`config.mk`:
```
export PLATFORM = sky130hd
export DESIGN_NAME = arm_regfile_mp
export DESIGN_NICKNAME = d
export VERILOG_FILES = /design/src/rtl/arm_regfile_pkg.sv /design/src/rtl/arm_regfile_scoreboard.sv /design/src/rtl/arm_regfile_mp.sv
export SDC_FILE = /design/constraint.sdc
export NUM_CORES = 2
export LEC_CHECK = 0
export CAP_MARGIN = 20
export CORE_ASPECT_RATIO = 1.25
export CORE_MARGIN = 2
export CORE_UTILIZATION = 45
export CTS_CLUSTER_DIAMETER = 50
export CTS_CLUSTER_SIZE = 10
export DETAILED_ROUTE_END_ITERATION = 6
export SYNTH_ARGS = -nofsm -noshare
export SYNTH_HDL_FRONTEND = slang
export SYNTH_SLANG_ARGS = --single-unit
export TNS_END_PERCENT = 20
```
`constraint.sdc`:
```
create_clock -name clk -period 3.9 [get_ports clk]
set_input_delay 0.78 -clock clk [delete_from_list [all_inputs] [get_ports clk]]
set_output_delay 0.78 -clock clk [all_outputs]
set_load 0.005 [all_outputs]
```
`src/rtl/arm_regfile_pkg.sv`:
```
// ============================================================================
// Module      : arm_regfile_pkg
// Description : Shared defaults, write-source encoding and port-vector helpers
//               for the multi-port ARM register file.
// Revision    : 1.0 - initial release
// ============================================================================
`default_nettype none

package arm_regfile_pkg;

    localparam int DEFAULT_DATA_W    = 32;
    localparam int DEFAULT_ADDR_W    = 4;
    localparam int DEFAULT_NUM_RD    = 3;
    localparam int DEFAULT_PC_IDX    = 15;
    localparam int DEFAULT_PC_OFFSET = 8;
    localparam int DEFAULT_NREG      = 2**DEFAULT_ADDR_W;

    typedef enum logic [1:0] {
        WR_SRC_NONE = 2'd0,
        WR_SRC_P0   = 2'd1,
        WR_SRC_P1   = 2'd2
    } wr_src_e;

    // Helpers sized for the default geometry, for decode-side users.
    function automatic logic [DEFAULT_NREG-1:0] reg_onehot(input logic [DEFAULT_ADDR_W-1:0] addr);
        logic [DEFAULT_NREG-1:0] v;
        v       = '0;
        v[addr] = 1'b1;
        return v;
    endfunction

    function automatic logic [DEFAULT_ADDR_W-1:0] unpack_addr(
        input logic [DEFAULT_NUM_RD*DEFAULT_ADDR_W-1:0] vec,
        input int unsigned                             port
    );
        return vec[port*DEFAULT_ADDR_W +: DEFAULT_ADDR_W];
    endfunction

    function automatic logic [DEFAULT_NUM_RD*DEFAULT_DATA_W-1:0] pack_data(
        input logic [DEFAULT_DATA_W-1:0] data [DEFAULT_NUM_RD]
    );
        logic [DEFAULT_NUM_RD*DEFAULT_DATA_W-1:0] v;
        for (int k = 0; k < DEFAULT_NUM_RD; k++) begin
            v[k*DEFAULT_DATA_W +: DEFAULT_DATA_W] = data[k];
        end
        return v;
    endfunction

endpackage

`default_nettype wire

```
`src/rtl/arm_regfile_scoreboard.sv`:
```
// ============================================================================
// Module      : arm_regfile_scoreboard
// Description : Pending-write scoreboard and read-stall generation.
//               Macro ARM_REGFILE_BYPASS_EN releases a stall in the write cycle.
// Revision    : 1.0 - initial release
// ============================================================================
`default_nettype none

module arm_regfile_scoreboard
    import arm_regfile_pkg::*;
#(
    parameter int ADDR_W = DEFAULT_ADDR_W,
    parameter int NUM_RD = DEFAULT_NUM_RD,
    parameter int PC_IDX = DEFAULT_PC_IDX
) (
    input  logic                     clk,
    input  logic                     reset,
    input  logic                     wr_en0,
    input  logic [ADDR_W-1:0]        wr_addr0,
    input  logic                     wr_en1,
    input  logic [ADDR_W-1:0]        wr_addr1,
    input  logic                     claim_en,
    input  logic [ADDR_W-1:0]        claim_addr,
    input  logic [NUM_RD*ADDR_W-1:0] rd_addr,
    output logic [(2**ADDR_W)-1:0]   pending,
    output logic                     rd_stall
);

    localparam int c_NREG = 2**ADDR_W;

    logic [c_NREG-1:0] w_written;
    logic [c_NREG-1:0] w_claim;
    logic [c_NREG-1:0] r_pending;
    logic              w_stall;

    always_comb begin
        w_written = '0;
        w_claim   = '0;
        for (int r = 0; r < c_NREG; r++) begin
            w_written[r] = (wr_en0 && (wr_addr0 == ADDR_W'(r))) ||
                           (wr_en1 && (wr_addr1 == ADDR_W'(r)));
            w_claim[r]   = claim_en && (claim_addr == ADDR_W'(r)) && (r != PC_IDX);
        end
    end

    // A claim landing with a write keeps the bit set: the new load is the producer.
    always_ff @(posedge clk or negedge reset) begin
        if (!reset) begin
            r_pending <= '0;
        end else begin
            r_pending <= (r_pending & ~w_written) | w_claim;
        end
    end

    always_comb begin
        w_stall = 1'b0;
        for (int k = 0; k < NUM_RD; k++) begin
`ifdef ARM_REGFILE_BYPASS_EN
            w_stall = w_stall | (r_pending[rd_addr[k*ADDR_W +: ADDR_W]] &
                                 ~w_written[rd_addr[k*ADDR_W +: ADDR_W]]);
`else
            w_stall = w_stall | r_pending[rd_addr[k*ADDR_W +: ADDR_W]];
`endif
        end
    end

    assign pending  = r_pending;
    assign rd_stall = w_stall;

endmodule

`default_nettype wire

```
`src/rtl/arm_regfile_mp.sv`:
```
// ============================================================================
// Module      : arm_regfile_mp
// Description : Multi-port ARM register file: NUM_RD reads, two writes, PC
//               mapping and load-use scoreboard. Macro ARM_REGFILE_BYPASS_EN
//               enables same-cycle write-to-read forwarding.
// Revision    : 1.0 - initial release
// ============================================================================
`default_nettype none

module arm_regfile_mp
    import arm_regfile_pkg::*;
#(
    parameter int DATA_W    = DEFAULT_DATA_W,
    parameter int ADDR_W    = DEFAULT_ADDR_W,
    parameter int NUM_RD    = DEFAULT_NUM_RD,
    parameter int PC_IDX    = DEFAULT_PC_IDX,
    parameter int PC_OFFSET = DEFAULT_PC_OFFSET
) (
    input  logic                     clk,
    input  logic                     reset,
    input  logic                     wr_en0,
    input  logic [ADDR_W-1:0]        wr_addr0,
    input  logic [DATA_W-1:0]        wr_data0,
    input  logic                     wr_en1,
    input  logic [ADDR_W-1:0]        wr_addr1,
    input  logic [DATA_W-1:0]        wr_data1,
    input  logic [NUM_RD*ADDR_W-1:0] rd_addr,
    output logic [NUM_RD*DATA_W-1:0] rd_data,
    input  logic [DATA_W-1:0]        pc_in,
    output logic                     pc_wr,
    output logic [DATA_W-1:0]        pc_wr_data,
    input  logic                     claim_en,
    input  logic [ADDR_W-1:0]        claim_addr,
    output logic [(2**ADDR_W)-1:0]   pending,
    output logic                     rd_stall
);

    localparam int                c_NREG    = 2**ADDR_W;
    localparam logic [ADDR_W-1:0] c_PC_ADDR = ADDR_W'(PC_IDX);

    logic [DATA_W-1:0] w_rf [c_NREG];
    logic [DATA_W-1:0] w_pc_value;
    logic              w_wr0_pc;
    logic              w_wr1_pc;
    wr_src_e           w_pc_src;
    logic [DATA_W-1:0] w_pc_data;

    assign w_pc_value = pc_in + DATA_W'(PC_OFFSET);
    assign w_wr0_pc   = wr_en0 && (wr_addr0 == c_PC_ADDR);
    assign w_wr1_pc   = wr_en1 && (wr_addr1 == c_PC_ADDR);

    always_comb begin
        w_pc_src = WR_SRC_NONE;
        if (w_wr0_pc) begin
            w_pc_src = WR_SRC_P0;
        end else if (w_wr1_pc) begin
            w_pc_src = WR_SRC_P1;
        end
    end

    always_comb begin
        case (w_pc_src)
            WR_SRC_P0: w_pc_data = wr_data0;
            WR_SRC_P1: w_pc_data = wr_data1;
            default:   w_pc_data = '0;
        endcase
    end

    assign pc_wr      = (w_pc_src != WR_SRC_NONE);
    assign pc_wr_data = w_pc_data;

    // The PC slot has no storage; its read view is the fetch PC plus offset.
    for (genvar r = 0; r < c_NREG; r++) begin : g_reg
        if (r == PC_IDX) begin : g_pc
            assign w_rf[r] = w_pc_value;
        end else begin : g_store
            logic [DATA_W-1:0] r_q;
            logic              w_hit0;
            logic              w_hit1;

            assign w_hit0 = wr_en0 && (wr_addr0 == ADDR_W'(r));
            assign w_hit1 = wr_en1 && (wr_addr1 == ADDR_W'(r));

            always_ff @(posedge clk or negedge reset) begin
                if (!reset) begin
                    r_q <= '0;
                end else if (w_hit0) begin
                    r_q <= wr_data0;
                end else if (w_hit1) begin
                    r_q <= wr_data1;
                end
            end

            assign w_rf[r] = r_q;
        end
    end

    for (genvar k = 0; k < NUM_RD; k++) begin : g_rd
        logic [ADDR_W-1:0] w_addr;
        logic [DATA_W-1:0] w_data;

        assign w_addr = rd_addr[k*ADDR_W +: ADDR_W];

`ifdef ARM_REGFILE_BYPASS_EN
        always_comb begin
            w_data = w_rf[w_addr];
            if (w_addr != c_PC_ADDR) begin
                if (wr_en0 && (wr_addr0 == w_addr)) begin
                    w_data = wr_data0;
                end else if (wr_en1 && (wr_addr1 == w_addr)) begin
                    w_data = wr_data1;
                end
            end
        end
`else
        assign w_data = w_rf[w_addr];
`endif

        assign rd_data[k*DATA_W +: DATA_W] = w_data;
    end

    arm_regfile_scoreboard #(
        .ADDR_W (ADDR_W),
        .NUM_RD (NUM_RD),
        .PC_IDX (PC_IDX)
    ) u_scoreboard (
        .clk        (clk),
        .reset      (reset),
        .wr_en0     (wr_en0),
        .wr_addr0   (wr_addr0),
        .wr_en1     (wr_en1),
        .wr_addr1   (wr_addr1),
        .claim_en   (claim_en),
        .claim_addr (claim_addr),
        .rd_addr    (rd_addr),
        .pending    (pending),
        .rd_stall   (rd_stall)
    );

endmodule

`default_nettype wire
```
==> flow_summary_export.csv <==
group,metric,value,unit
sta,fin_setup_tns,-0.189,ns
sta,final_max_slew_viol_count,0,
final_layout,utilization,56.8,%
critical_path,path_class,"in -> out",
critical_path,path_buf_inv,5,
cts,cts_hold_buffers,0,
power_and_ir_drop,p_seq_share,37.2,%
cts,htreeDepth,3,
placed_design,placed_cells,4887,
power_and_ir_drop,power_density,463,mW/mm^2
sta,hold_viol_final,0,
cts,cts_sinks,496,
final_layout,nNetsFinal,4036,
power_and_ir_drop,swShare,32.8,%
final_layout,final-seq-area,0.0124,mm^2
sta,period_share,101,%
critical_path,worstPathRequired,3.12,ns
placed_design,place_congestion,0.974,
hold_path,hp-class,"in -> async",
critical_path,rrSetupSlack,3.02,ns
global_route,grt_overflow,0,
global_route,antenna_found_initial,2,
status,violations,"negative setup slack",
logic_synthesis,synthDistinctLibCells,60,
logic_synthesis,avgSynthCellArea,10.2,um^2
cts,clk_latency,0.61,ns
power_and_ir_drop,leakage,0.0189,uW
placed_design,io_buffers,270,
detailed_routing,drt_first_pass_iters,7,
placed_design,hpwl,99300,um
sta,setup_viol,5,
critical_path,critical-path-top-delay-family,"buffers and inverters",
sta,relSlewSlack,21.6,%
status,status,"complete, but fails checks",
critical_path,crit_path_cell_trace,"clkdlybuf4s50_1 -> and4_4 -> nand3_1 -> buf_6 -> buf_4 -> o31a_1 -> buf_4 -> a2111oi_2 -> o22ai_1 -> clkdlybuf4s15_1",
logic_synthesis,yosys_warnings,0,
floorplanning,ios,271,
cts,cts_buffer_depth,3,
detailed_routing,route.detailed.drc,0,
logic_synthesis,yosys.area.top_type,"dfrtp_1",
power_and_ir_drop,irDropWorstVdd,0.336,mV
detailed_routing,via_per_inst,6.65,
cts,ctsRootBufferMaster,"clkbuf_16",
logic_synthesis,postSynthNetCount,3703,
final_layout,finalNonFillerCells,5017,
final_layout,multi_input_area,0.0231,mm^2
logic_synthesis,synthArstFlopShare,100,%
global_route,grt_usage,36.8,%
sta,setup_ws,-0.0515,ns
critical_path,cp_max_fo,6,
detailed_routing,routed_wl,154000,um
logic_synthesis,yosysSeqAreaShare,33.9,%
sta,skew,0,ns
floorplanning,core_area,0.0803,mm^2
global_route,grt_pass1_wl,226000,um
floorplanning,start_util,45.6,%
power_and_ir_drop,power_switching,6920,uW
floorplanning,die_y,323,um
logic_synthesis,synthCells,3577,
logic_synthesis,synthTopCellsByArea,"dfrtp_1 (34%), mux4_2 (19%), mux2i_1 (17%)",
critical_path,path_common_cell,"buf_4",
sta,worst_pin_slew,1.17,ns
cts,cts_buffers,71,
critical_path,crit_path_end_kind,"output port",
floorplanning,die_w,259,um
detailed_routing,drt_iter0_markers,3745,
logic_synthesis,synth_top_area_share,33.9,%
critical_path,crit_path_start_kind,"input pin",
sta,min_period,3.95,ns
power_and_ir_drop,power.internal,14200,uW
global_route,grt_max_degree,83,
floorplanning,row_count,116,
sta,fmax,0.253,GHz
logic_synthesis,synthFlopType,"dfrtp_1",
final_layout,n_fill_cell,6986,
logic_synthesis,synth_edf_count,0,
critical_path,arrival,3.17,ns
logic_synthesis,ys_ff_latch,496,
cts,cts_tree,"done",
global_route,grt_pass1_vias,32500,
sta,rsz0062_at_grt,"true",
flow_run,cap_violations,0,
logic_synthesis,syn_area,0.0366,mm^2
placed_design,place_ws,-0.743,ns
detailed_routing,route.vias.total,33400,
floorplanning,dieArea,0.0836,mm^2
power_and_ir_drop,power_frac_comb,31.4,%
logic_synthesis,synthMostInstantiatedCell,"mux2i_1",
detailed_routing,wire_per_inst,30.8,um
logic_synthesis,ys_top_cells_by_count,"mux2i_1 (611), dfrtp_1 (496), nor2_1 (380)",
power_and_ir_drop,p_clk_share,31.4,%
cts,path_clk_slew,0.06,ns
detailed_routing,ant_nets,0,
final_layout,drive_gt1_share,24.5,%
final_layout,n_antenna_cell,0,
power_and_ir_drop,total_power,21100,uW
final_layout,area_growth,24.5,%
critical_path,critPathMaxStageDelay,0.49,ns
critical_path,crit_slowest_cell,"clkdlybuf4s50_1",
==> cells by family (layout without fill, tap and decap cells) <==
group,after synthesis,after routing,synth area share (%)
mux,984,984,37.7
compound gates,836,836,13.6
simple gates,833,833,9.81
flops,496,496,33.9
buf+inv,413,791,4.58
xor+xnor,14,14,0.335
fa+ha+maj,1,1,0.0342
==> cell usage in the layout (no fill, tap or decap), types with 16 or more instances in the layout <==
| master | count |
|---|---|
| buf_12 | 68 |
| nor2b_1 | 29 |
| nand2_1 | 261 |
| nor2_1 | 372 |
| clkdlybuf4s50_1 | 199 |
| a22oi_1 | 19 |
| inv_1 | 30 |
| and3_1 | 17 |
| mux2i_1 | 610 |
| a21oi_1 | 346 |
| a31oi_1 | 16 |
| o21ai_0 | 209 |
| clkbuf_16 | 74 |
| mux4_2 | 310 |
| a22o_1 | 33 |
| nand3_1 | 28 |
| buf_4 | 307 |
| o22ai_1 | 57 |
| dfrtp_1 | 495 |
| dlygate4sd2_1 | 35 |
| a211oi_1 | 20 |
| mux2_2 | 63 |
| o221ai_1 | 36 |
==> flip-flops by register name, summed over array words and instances (netlist names) <==
signal	flops
g.g_store.r_q	480
u_scoreboard.pending	16
==> final timing paths <==
| path | cells after the start | from | to |
|---|---|---|---|
| max | 10 | pc_in[17] | rd_data[61] |
| min | 1 | reset | g_reg[4].g_store.r_q[29] |
| max reg2reg | 2 | g_reg[13].g_store.r_q[29] | g_reg[13].g_store.r_q[29] |
| min reg2reg | 2 | g_reg[8].g_store.r_q[9] | g_reg[8].g_store.r_q[9] |
| max in group asynchronous | 2 | reset | g_reg[6].g_store.r_q[14] |
| min in group clk | 2 | g_reg[8].g_store.r_q[9] | g_reg[8].g_store.r_q[9] |
==> what timing repair did <==
| item | 4_1_cts | 5_1_grt |
|---|---|---|
| buffers inserted | 11 | 1 |
| gates cloned | 0 | 0 |
| pin swaps | 30 | 17 |
| setup endpoints to repair | 81 | 39 |
| gates resized for setup | 133 | 33 |
==> through the flow <==
step                      hold slack (ns)  instance area [um^2]
after detailed placement            0.513                 42900
after CTS                           0.218                 45500
after global routing                0.245                 45600
after global placement              0.500                 42900
final                               0.203                 45600
after floorplan                     0.479                 36600
==> worst register-to-register path: cells and delay by family, from the launching register on <==
kind	cells	cell delay, ns
AOI/OAI and AO/OA	1	0.14
and+or+nand+nor	1	0.09
DFF	1	0.57
==> cell type report <==
cell class	count	area share, %
multi-input cells	2668	50.6
repair buffers	642	13.8
well taps	1062	2.92
flip-flops and latches	496	27.2
inverters	31	0.255
clock buffers	95	4.43
clock inverters	23	0.686
==> metal layers <==
metal	share of wire [%]	track usage (%)	vias up
li1	-	-	14200
met1	38	47.3	16500
met2	46	57.2	2118
met3	10	8.27	569
met4	6.3	21.3	2
met5	0.0084	0	-
==> power groups by stage <==
| stage | sequential, uW | combinational, uW | clock [uW] |
|---|---|---|---|
| 2_1_floorplan | 7410 | 4260 | 0 |
| 3_3_place_gp | 7790 | 6490 | 0 |
| 3_5_place_dp | 7870 | 6590 | 0 |
| 4_1_cts | 7820 | 6580 | 6670 |
| 5_1_grt | 8050 | 7100 | 6890 |
| 6_report | 7860 | 6630 | 6630 |
No activity file was read; power rests on OpenSTA's default activity.
